--- config.mk ---
export PLATFORM = sky130hd
export DESIGN_NAME = uart_alu_ctrl
export DESIGN_NICKNAME = d
export VERILOG_FILES = /design/src/rtl/uart_alu_ctrl.sv
export SDC_FILE = /design/constraint.sdc
export NUM_CORES = 1
export LEC_CHECK = 0
export ABC_AREA = 1
export BUFFER_PORTS_ARGS = -buffer_cell sky130_fd_sc_hd__buf_4
export CORE_AREA = 2 2 72 74
export DETAILED_ROUTE_END_ITERATION = 10
export DIE_AREA = 0 0 74 76
export GPL_TIMING_DRIVEN = 1
export PLACE_DENSITY = 0.82
export SYNTH_ARGS = -nofsm -noshare
export SYNTH_HDL_FRONTEND = slang
export SYNTH_SLANG_ARGS = --single-unit
--- constraint.sdc ---
create_clock -name clk -period 1.65 [get_ports clk]
set_input_delay 0.165 -clock clk [delete_from_list [all_inputs] [get_ports clk]]
set_output_delay 0.165 -clock clk [all_outputs]
set_load 0.03 [all_outputs]
--- src/rtl/uart_alu_ctrl.sv ---
// uart_alu_ctrl: frame controller between the UART RX/TX datapath and the ALU.
// Assembles a three-byte command (operand A, operand B, opcode), presents it
// to the ALU, captures the single-byte result and drives the TX handshake.
// A partial frame is discarded if the next byte does not arrive in time.
module uart_alu_ctrl #(
    parameter int NB_DATA        = 8,
    parameter int NB_OP          = 6,
    parameter int TIMEOUT_CYCLES = 1_000_000
) (
    input  logic               clk,
    input  logic               i_rst,
    input  logic               i_rx_done,
    input  logic [NB_DATA-1:0] i_rx_data,
    input  logic               i_tx_done,
    input  logic [NB_DATA-1:0] i_alu_result,
    output logic               o_tx_start,
    output logic [NB_DATA-1:0] o_tx_data,
    output logic [NB_DATA-1:0] o_data_a,
    output logic [NB_DATA-1:0] o_data_b,
    output logic [NB_OP-1:0]   o_op,
    output logic               o_busy,
    output logic               o_timeout
);

    localparam int NB_CNT = (TIMEOUT_CYCLES > 1) ? $clog2(TIMEOUT_CYCLES) : 1;
    localparam logic [NB_CNT-1:0] CNT_LAST = NB_CNT'(TIMEOUT_CYCLES - 1);

    typedef enum logic [2:0] {
        IDLE,
        WAIT_B,
        WAIT_OP,
        EXEC,
        SEND,
        WAIT_TX
    } state_t;

    state_t             state_q, state_d;
    logic [NB_CNT-1:0]  cnt_q, cnt_d;
    logic [NB_DATA-1:0] dataA_q, dataA_d;
    logic [NB_DATA-1:0] dataB_q, dataB_d;
    logic [NB_OP-1:0]   op_q, op_d;
    logic [NB_DATA-1:0] txData_q, txData_d;
    logic               timeoutPulse;

    // State, inter-byte counter and the operand/result holding registers.
    always_ff @(posedge clk) begin
        if (i_rst) begin
            state_q  <= IDLE;
            cnt_q    <= '0;
            dataA_q  <= '0;
            dataB_q  <= '0;
            op_q     <= '0;
            txData_q <= '0;
        end else begin
            state_q  <= state_d;
            cnt_q    <= cnt_d;
            dataA_q  <= dataA_d;
            dataB_q  <= dataB_d;
            op_q     <= op_d;
            txData_q <= txData_d;
        end
    end

    // Frame sequencing: a byte arriving on the terminal count is accepted,
    // and bytes arriving while busy are simply dropped.
    always_comb begin
        state_d      = state_q;
        cnt_d        = cnt_q;
        dataA_d      = dataA_q;
        dataB_d      = dataB_q;
        op_d         = op_q;
        txData_d     = txData_q;
        timeoutPulse = 1'b0;
        case (state_q)
            IDLE: begin
                cnt_d = '0;
                if (i_rx_done) begin
                    dataA_d = i_rx_data;
                    state_d = WAIT_B;
                end
            end
            WAIT_B: begin
                if (i_rx_done) begin
                    dataB_d = i_rx_data;
                    cnt_d   = '0;
                    state_d = WAIT_OP;
                end else if (cnt_q == CNT_LAST) begin
                    timeoutPulse = 1'b1;
                    cnt_d        = '0;
                    state_d      = IDLE;
                end else begin
                    cnt_d = cnt_q + NB_CNT'(1);
                end
            end
            WAIT_OP: begin
                if (i_rx_done) begin
                    op_d    = i_rx_data[NB_OP-1:0];
                    cnt_d   = '0;
                    state_d = EXEC;
                end else if (cnt_q == CNT_LAST) begin
                    timeoutPulse = 1'b1;
                    cnt_d        = '0;
                    state_d      = IDLE;
                end else begin
                    cnt_d = cnt_q + NB_CNT'(1);
                end
            end
            EXEC: begin
                txData_d = i_alu_result;
                state_d  = SEND;
            end
            SEND: begin
                state_d = WAIT_TX;
            end
            WAIT_TX: begin
                if (i_tx_done) begin
                    state_d = IDLE;
                end
            end
            default: begin
                state_d = IDLE;
                cnt_d   = '0;
            end
        endcase
    end

    // Output decode from the registered state.
    always_comb begin
        o_tx_start = (state_q == SEND);
        o_busy     = (state_q == EXEC) || (state_q == SEND) || (state_q == WAIT_TX);
        o_timeout  = timeoutPulse;
        o_tx_data  = txData_q;
        o_data_a   = dataA_q;
        o_data_b   = dataB_q;
        o_op       = op_q;
    end

endmodule

# ---- Word level (Yosys, flattened, before mapping)
# Cells that the tools add are included.
dict set report op_classes {
  addsub 1
  eq_ne 8
  muxes 12
  reduce_logical 9
}
# operator n
set op_table {}
lappend op_table {{$mux 20} 2}
lappend op_table {{$pmux 20 s2} 1}
lappend op_table {{$add 20x1->20 const B} 1}
lappend op_table {{$eq 20x20->1 const B} 1}
lappend op_table {{$pmux 3 s6} 1}
lappend op_table {{$mux 3} 5}
lappend op_table {{$reduce_and 2->1} 4}
lappend op_table {{$eq 3x2->1 const B} 2}
lappend op_table {{$eq 3x3->1 const B} 2}
lappend op_table {{$ne 2x2->1 const B} 2}
lappend op_table {{$eq 3x1->1 const B} 1}
lappend op_table {{$logic_not 3->1} 1}
lappend op_table {{$mux 1} 3}
lappend op_table {{$reduce_or 3->1} 1}
lappend op_table {{$logic_or 1x1->1} 2}
lappend op_table {{$reduce_or 2->1} 1}
dict set report totals {
  reg_bits 53
  output_inout_bits 33
}

# ---- Logic depth before layout (Yosys ltp)
# Gate-level depths: netlist of the first run.
dict set report logic_depth {
  depth_word 4
  mapped_depth 10
  ltp_nobuf 10
}

# ---- Least setup slack after synthesis of the first run
# No wires, ideal clock.
dict set report synth_path {
  path_type {register to output}
  startpoint {register cnt_q[0]}
  endpoint {output port o_timeout}
  arrival_time_ps 1446
  required_time_ps 1485
  path_slack_ps 39
  path_stages_with_launch 6
  path_cell_list {dfxtp_1 ha_1 nand3_1 nor3b_1 nand3_1 a21oi_1}
}
dict set report synth_between {
  elab_chain_len 4
}
# item line
set synth_rtl {}
lappend synth_rtl {{start, declared} 38} ;# logic [NB_CNT-1:0] cnt_q, cnt_d;
lappend synth_rtl {{start signal, assigned} 56} ;# cnt_q <= cnt_d;
lappend synth_rtl {{$eq 20x20->1} {87, 100}}
lappend synth_rtl {{$mux 1} {87, 100}}
lappend synth_rtl {{$mux 1} 96} ;# if (i_rx_done) begin
lappend synth_rtl {{$mux 1} --}
lappend synth_rtl {{end, declared} 22} ;# output logic o_timeout
# No other way between the ends.

# ---- Worst setup path in the final report of the first run
dict set report layout_path {
  startpoint {register cnt_q[10]}
  endpoint {output port o_timeout}
}
# Same word-level chain as after synthesis.

==> metrics.md, run 1 <==
| Metric | Value |
|---|---|
| Clk pin slew, worst setup/hold paths | `about 0.11 ns` |
| Internal power | `2.09 mW` |
| Clock Latency Late Sink | `about 0.33 ns` |
| NumNets Final | `around 440` |
| CP max FO | `4` |
| Peak VDD IR | `roughly 660 µV` |
| Net switching power | `969 µW` |
| I/O pins | `between 50 and 60` |
| DR iter-0 viols | `about 140` |
| # diodes | `0` |
| Placement Cell Area | `between 0.002 and 0.003 mm²` |
| Port bufs | `between 50 and 60` |
| Finished Layout Cells | `between 400 and 500` |
| PD cells | `946 mW/mm²` |
| Clk buf depth | `2` |
| Vias in the first global route | `around 2,300` |
| Top cells by count, synth | `nor2_1 (91), dfxtp_1 (53), nand2_1 (47)` |
| Top cell type's share of synthesized area | `0.435` |
| Combinational share of power | `0.226` |
| Sw frac | `0.317` |
| Area Overhead vs Synth | `32.5%` |
| Die area | `0.00562 mm²` |
| Yosys cell types | `25` |
| Worst setup SP type | `flop` |
| Failing checks | `negative setup slack` |
| DRT antenna net count | `0` |
| Routed WL | `about 6300 µm` |
| Crit path kind | `flop to primary output` |
| Num Clock Sinks | `53` |
| Crit. End Element | `primary output` |
| DPL Wire Length | `between 4000 and 5000 µm` |
| TritonCTS Buffers | `5` |
| Max Cap Violations | `0` |
| Synth area leaders | `dfxtp_1 (43%), nor2_1 (14%), nand2_1 (7.2%), o21ai_0 (6.6%), inv_1 (6.2%)` |
| Fin area | `roughly 0.0032 mm²` |
| WP data arrival | `about 1.5 ns` |
| GRT Util Overall | `0.235` |
| Final Total Pwr | `between 3 and 4 mW` |
| Slowest CP cell | `dfxtp_1` |
| DR pass1 iterations | `5` |
| Most common cell in the netlist | `nor2_1` |
| Largest net degree at the start of global routing | `33` |
| Syn avg cell area | `just under 7 µm²` |
| RSZ-0062 raised after global routing | `yes` |
| Mean number of vias per cell | `roughly 4.9` |
| Worst slew margin | `0.696` |
| Final count of negative-setup-slack endpoints | `1` |
| Ys flop type | `dfxtp_1` |
| Fillers | `approximately 450` |
| Final period util | `1.01` |
| Synthesized area | `between 0.002 and 0.0025 mm²` |
| Die height | `roughly 76 µm` |
| First-pass GRT wire length | `10,400 µm` |
| Final Hold Vio Count | `0` |
| H-tree depth | `2` |
| Synthesis-stage register bit count | `53` |
| FMAX | `~600 MHz` |
| Sequential Power Share | `0.466` |
| Fin. max-slew vios | `0` |
| Tightest Pin Transition | `approximately 0.46 ns` |
| Synth area leader | `dfxtp_1` |
| Status | `finished, violations left` |
| Sequential fraction of the synthesis area | `0.435` |
| CTS tree | `yes` |
| Synth Net Count | `375` |
| Rows | `26` |
| Placer Congestion | `~0.89` |
| Cell count after synthesis | `~350` |
| Initial Util | `0.497` |
| Die width | `about 74 µm` |
| Largest stage delay on the critical path | `approximately 0.35 ns` |
| Post-synth ARST share | `0` |
| Placed insts | `about 480` |
| Place WS | `-0.0102 ns` |
| Hold crit path type | `input port to flop` |
| Clock power share | `0.308` |
| LEAKAGE | `between 1 and 1.5 nW` |
| Post-route minimum period | `between 1.5 and 2 ns` |
| Core area | `between 0.004 and 0.005 mm²` |
| Via count | `between 2,000 and 2,500` |
| Layout cells sized above 1 | `0.270` |
| Routed wire per std cell | `about 13 µm` |
| Worst path cell trace | `nor2_1 -> nand2_1 -> nor3b_2 -> nand3_1 -> a21oi_2 -> buf_6` |
| Yosys warnings | `0` |
| Fin Clk Skew | `slightly below 0.008 ns` |
| Critical Path RT | `roughly 1.5 ns` |
| Final worst slack | `-0.0119 ns` |
| Root Buffer | `clkbuf_8` |
| Number of synthesized flops with an enable pin | `0` |
| GR Overflow Total | `0` |
| Initial antenna violation count | `0` |
| DRC violations left | `0` |
==> worst max-delay path: cells and delay by family (launching register included) <==
family / cells / cell delay, ns
simple gates: 4 / 0.54
compound gates: 1 / 0.13
flops: 1 / 0.35
buf+inv: 1 / 0.15
==> power by group through the flow <==
stage                     Clock (mW)  Combinational [mW]  Sequential [mW]
after floorplan                    0               0.278             1.58
after global placement             0               0.647             1.44
after detailed placement           0               0.655             1.45
after CTS                      0.953               0.672             1.42
after global routing            1.00               0.753             1.44
final                          0.941               0.692             1.43
==> final cells by class <==
class	count	area [µm²]	area share
inverters	41	154	0.0476
well taps	70	87.6	0.0271
clock buffers	5	68.8	0.0213
clock inverters	3	47.5	0.0147
multi-input cells	252	1260	0.391
repair buffers	68	533	0.165
flip-flops and latches	53	1080	0.334
==> registers in the layout, summed over array words and instances, names as in the netlist <==
register,count
o_data_b,8
o_data_a,8
o_tx_data,8
o_op,6
cnt_q,20
state_q,3
==> per-layer routing <==
metal / wire, µm / GRT usage
met5: 0 / 0
met4: 114 / 0.0855
met3: 505 / 0.0780
met2: 3010 / 0.372
met1: 2680 / 0.292
==> layout by cell type (no fill, tap or decap), types with 3 or more instances in the layout <==
cell,Yosys,final
buf_4,0,64
inv_2,1,3
a21oi_1,16,15
o21ai_0,32,32
nor2_4,2,3
nand2_1,47,43
nand4_1,10,10
dfxtp_2,0,14
nor2_1,91,88
dfxtp_1,53,39
nand3_1,28,27
nor3_1,6,4
clkbuf_8,0,5
nor2_2,2,4
inv_1,40,38
xor2_1,7,7
nand2_2,3,6
==> final timing paths <==
path	endpoint	depth (start not counted)	slack, ns	startpoint
worst max-delay path	o_timeout	6	-0.01	cnt_q[10]$_SDFFE_PP0N_
worst min-delay path	o_data_b[6]$_SDFFE_PP0P_	3	0.06	i_rx_data[6]
worst max register to register	cnt_q[14]$_SDFFE_PP0N_	10	0.02	cnt_q[0]$_SDFFE_PP0N_
worst min register to register	o_data_a[1]$_SDFFE_PP0P_	2	0.45	o_data_a[1]$_SDFFE_PP0P_
==> what timing repair did <==
| action | in CTS | in global routing |
|---|---|---|
| pin swaps | 3 | 2 |
| endpoints found under the setup margin | 5 | 18 |
| endpoints found under the hold margin | 2 | 0 |
| buffers inserted | 4 | 1 |
| cloned | 0 | 1 |
| hold buffers | 1 | 0 |
| gates resized for setup | 22 | 16 |
==> through the flow <==
stage | TNS (ns) | utilization | hold slack (ns)
after floorplan | 0 | - | 0.234
after global placement | 0 | 0.600 | 0.342
after detailed placement | -0.0109 | 0.600 | 0.344
after CTS | -0.00786 | 0.644 | 0.0592
after global routing | -0.233 | 0.658 | 0.0680
final | -0.0119 | 0.658 | 0.0631
==> kinds of logic (layout without fill, tap and decap cells) <==
kind of cell,after synthesis,after routing,share of synthesized area
compound gates,51,51,0.108
xor+xnor,8,8,0.0287
fa+ha+maj,1,1,0.00513
buf+inv,50,117,0.0867
flops,53,53,0.435
mux,1,1,0.00410
simple gates,190,191,0.333
(Power assumes the default switching activity.)
==> inputs of run 2 (changes only) <==
--- a/config.mk
+++ b/config.mk
@@ -8,6 +8,7 @@
 export ABC_AREA = 1
 export BUFFER_PORTS_ARGS = -buffer_cell sky130_fd_sc_hd__buf_4
 export CORE_AREA = 2 2 72 74
+export CTS_BUF_LIST = sky130_fd_sc_hd__clkbuf_2
 export DETAILED_ROUTE_END_ITERATION = 10
 export DIE_AREA = 0 0 74 76
 export GPL_TIMING_DRIVEN = 1
==> run 2 against run 1 <==
Compared with the run above: the flow still finishes with violations (negative setup slack); highest routed layer unchanged; design area grew 5.6%; flip-flop and latch count is the same; non-clock buffer count grew 20; largest power group unchanged.
==> metrics.md, run 2 (synthesis gave the netlist of run 1 again) <==
| Metric | Value |
|---|---|
| Status | `finished, violations left (unchanged)` |
| Failing checks | `negative setup slack (unchanged)` |
| Finished Layout Cells | `512 (was 492)` |
| Initial antenna violation count | `0 (unchanged)` |
| Final worst slack | `-0.195 ns (was -0.0119 ns)` |
| DRT antenna net count | `0 (unchanged)` |
| DRC violations left | `0 (unchanged)` |
| DPL Wire Length | `4310 µm (unchanged)` |
| Die width | `74 µm (unchanged)` |
| Final Hold Vio Count | `0 (unchanged)` |
| Area Overhead vs Synth | `39.8% (was 32.5%)` |
| Worst slew margin | `0.694 (was 0.696)` |
| LEAKAGE | `1.48 nW (was 1.40 nW)` |
| Placed insts | `477 (unchanged)` |
| WP data arrival | `1.68 ns (was 1.50 ns)` |
| Root Buffer | `clkbuf_2 (was clkbuf_8)` |
| Hold crit path type | `input port to flop (unchanged)` |
| Largest register FFs | `20 (unchanged)` |
| TritonCTS Buffers | `5 (unchanged)` |
| Most frequent cells in the layout | `nor2_1 (85), buf_4 (67), nand2_1 (44), inv_1 (39), dfxtp_1 (38) (was nor2_1 (88), buf_4 (64), nand2_1 (43), dfxtp_1 (39), inv_1 (38))` |
| Crit path kind | `flop to primary output (unchanged)` |
| First-pass GRT wire length | `11,100 µm (was 10,400 µm)` |
| GR Overflow Total | `0 (unchanged)` |
| Top Metal Used | `met4 (unchanged)` |
| Final Total Pwr | `2.90 mW (was 3.06 mW)` |
| Max Cap Violations | `0 (unchanged)` |
| Critical Path RT | `1.48 ns (about the same)` |
| Hold_sp | `i_rx_done (was i_rx_data[6])` |
| Port bufs | `52 (unchanged)` |
| Crit. End Element | `primary output (unchanged)` |
| Via count | `2,584 (was 2,422)` |
| Die area | `0.00562 mm² (unchanged)` |
| Clk buf depth | `2 (unchanged)` |
| Largest net degree at the start of global routing | `33 (unchanged)` |
| Routed wire per std cell | `13.2 µm (was 12.8 µm)` |
| CP startpoint | `cnt_q[1]$_SDFFE_PP0N_ (was cnt_q[10]$_SDFFE_PP0N_)` |
| Fin. max-slew vios | `0 (unchanged)` |
| DR pass1 iterations | `5 (unchanged)` |
| Fillers | `389 (was 449)` |
| Final count of negative-setup-slack endpoints | `2 (was 1)` |
| Die height | `76 µm (unchanged)` |
| Core area | `0.00491 mm² (unchanged)` |
| I/O pins | `53 (unchanged)` |
| Met2 routed WL | `3260 µm (was 3010 µm)` |
| # diodes | `0 (unchanged)` |
| Num Clock Sinks | `53 (unchanged)` |
| Top reg by flops | `cnt_q (unchanged)` |
| Register area | `0.00109 mm² (was 0.00108 mm²)` |
| Met1 wire length | `2870 µm (was 2680 µm)` |
| Place WS | `-0.0102 ns (unchanged)` |
| Area of the multi-input gates | `0.00128 mm² (was 0.00126 mm²)` |
| Fin Clk Skew | `0.0284 ns (was 0.00772 ns)` |
| FMAX | `542 MHz (was 602 MHz)` |
| GRT Util Overall | `0.248 (was 0.235)` |
| DR iter-0 viols | `233 (was 142)` |
| WHS | `0.0488 ns (was 0.0631 ns)` |
| Setup_tns | `-0.199 ns (was -0.0119 ns)` |
| Post-layout util | `0.695 (was 0.658)` |
| RSZ-0062 raised after global routing | `yes (unchanged)` |
| FF-to-FF Start | `cnt_q[1]$_SDFFE_PP0N_ (was cnt_q[0]$_SDFFE_PP0N_)` |
| Clock Latency Late Sink | `0.46 ns (was 0.33 ns)` |
| Clk pin slew, worst setup/hold paths | `0.29 ns (was 0.11 ns)` |
| Layout cells sized above 1 | `0.269 (was 0.270)` |
| Tightest Pin Transition | `0.459 ns (was 0.456 ns)` |
| Initial Util | `0.497 (unchanged)` |
| Placer Congestion | `0.895 (unchanged)` |
| Worst setup SP type | `flop (unchanged)` |
| PD cells | `850 mW/mm² (was 946 mW/mm²)` |
| Fin area | `0.00341 mm² (was 0.00323 mm²)` |
| Peak VDD IR | `704 µV (was 656 µV)` |
| Routed WL | `6750 µm (was 6310 µm)` |
| Rows | `26 (unchanged)` |
| CP max FO | `2 (was 4)` |
| H-tree depth | `2 (unchanged)` |
| Final period util | `1.12 (was 1.01)` |
| Mean number of vias per cell | `5.05 (was 4.92)` |
| Vias in the first global route | `2,469 (was 2,272)` |
| Post-route minimum period | `1.84 ns (was 1.66 ns)` |
| Met3 routed WL | `528 µm (was 505 µm)` |
| CTS tree | `yes (unchanged)` |
| Placement Cell Area | `0.00295 mm² (unchanged)` |
| Commonest non-fill, non-tap cell in the layout | `nor2_1 (unchanged)` |
| NumNets Final | `462 (was 442)` |
==> run 2: changes by cell type in the layout (fill, tap and decap cells not counted), sizes merged <==
| cell | previous run | this run |
|---|---|---|
| buf | 67 | 70 |
| dlygate4sd3 | 1 | 18 |
==> run 2: timing repair <==
action                                  4_1_cts  5_1_grt
setup buffers                                 7        2
endpoints found under the setup margin        9       19
pin swaps                                     3        7
endpoints found under the hold margin        31        0
cloned                                        0        1
hold buffers                                 18        0
gates resized for setup                      28       20
==> run 2: worst paths after layout <==
| kind | end | cells past startpoint | slack (ns) |
|---|---|---|---|
| min reg2reg | o_data_a[1]$_SDFFE_PP0P_ | 2 | 0.46 |
| max reg2reg | cnt_q[14]$_SDFFE_PP0N_ | 10 | 0.01 |
| min | cnt_q[10]$_SDFFE_PP0N_ | 6 | 0.05 |
| max | o_timeout | 6 | -0.19 |
==> run 2: where the power goes <==
| part | internal [mW] | switching (mW) | leakage (nW) |
|---|---|---|---|
| clock | 0.268 | 0.449 | 0.0440 |
| combinational | 0.294 | 0.458 | 0.999 |
| sequential | 1.37 | 0.0593 | 0.439 |
| total | 1.93 | 0.966 | 1.48 |
==> run 2: layout make-up <==
type | count | area share
Multi-Input combinational cell | 252 | 0.376
Timing Repair Buffer | 88 | 0.213
Sequential cell | 53 | 0.319
Clock buffer | 5 | 0.00733
Inverter | 41 | 0.0458
Tap cell | 70 | 0.0257
Clock inverter | 3 | 0.0139
==> run 2: critical path, cell delays in order, from the launching register on <==
cell and delay, ns:
dfxtp_2 0.43, ha_4 0.15, nand3_4 0.08, nor3b_2 0.18
nand3_1 0.10, a21oi_2 0.13, buf_6 0.15
==> run 2: metal layers <==
layer	track usage	vias to the layer above
li1	-	1310
met1	0.310	1167
met2	0.401	93
met3	0.0886	14
met4	0.0655	0
met5	0	-
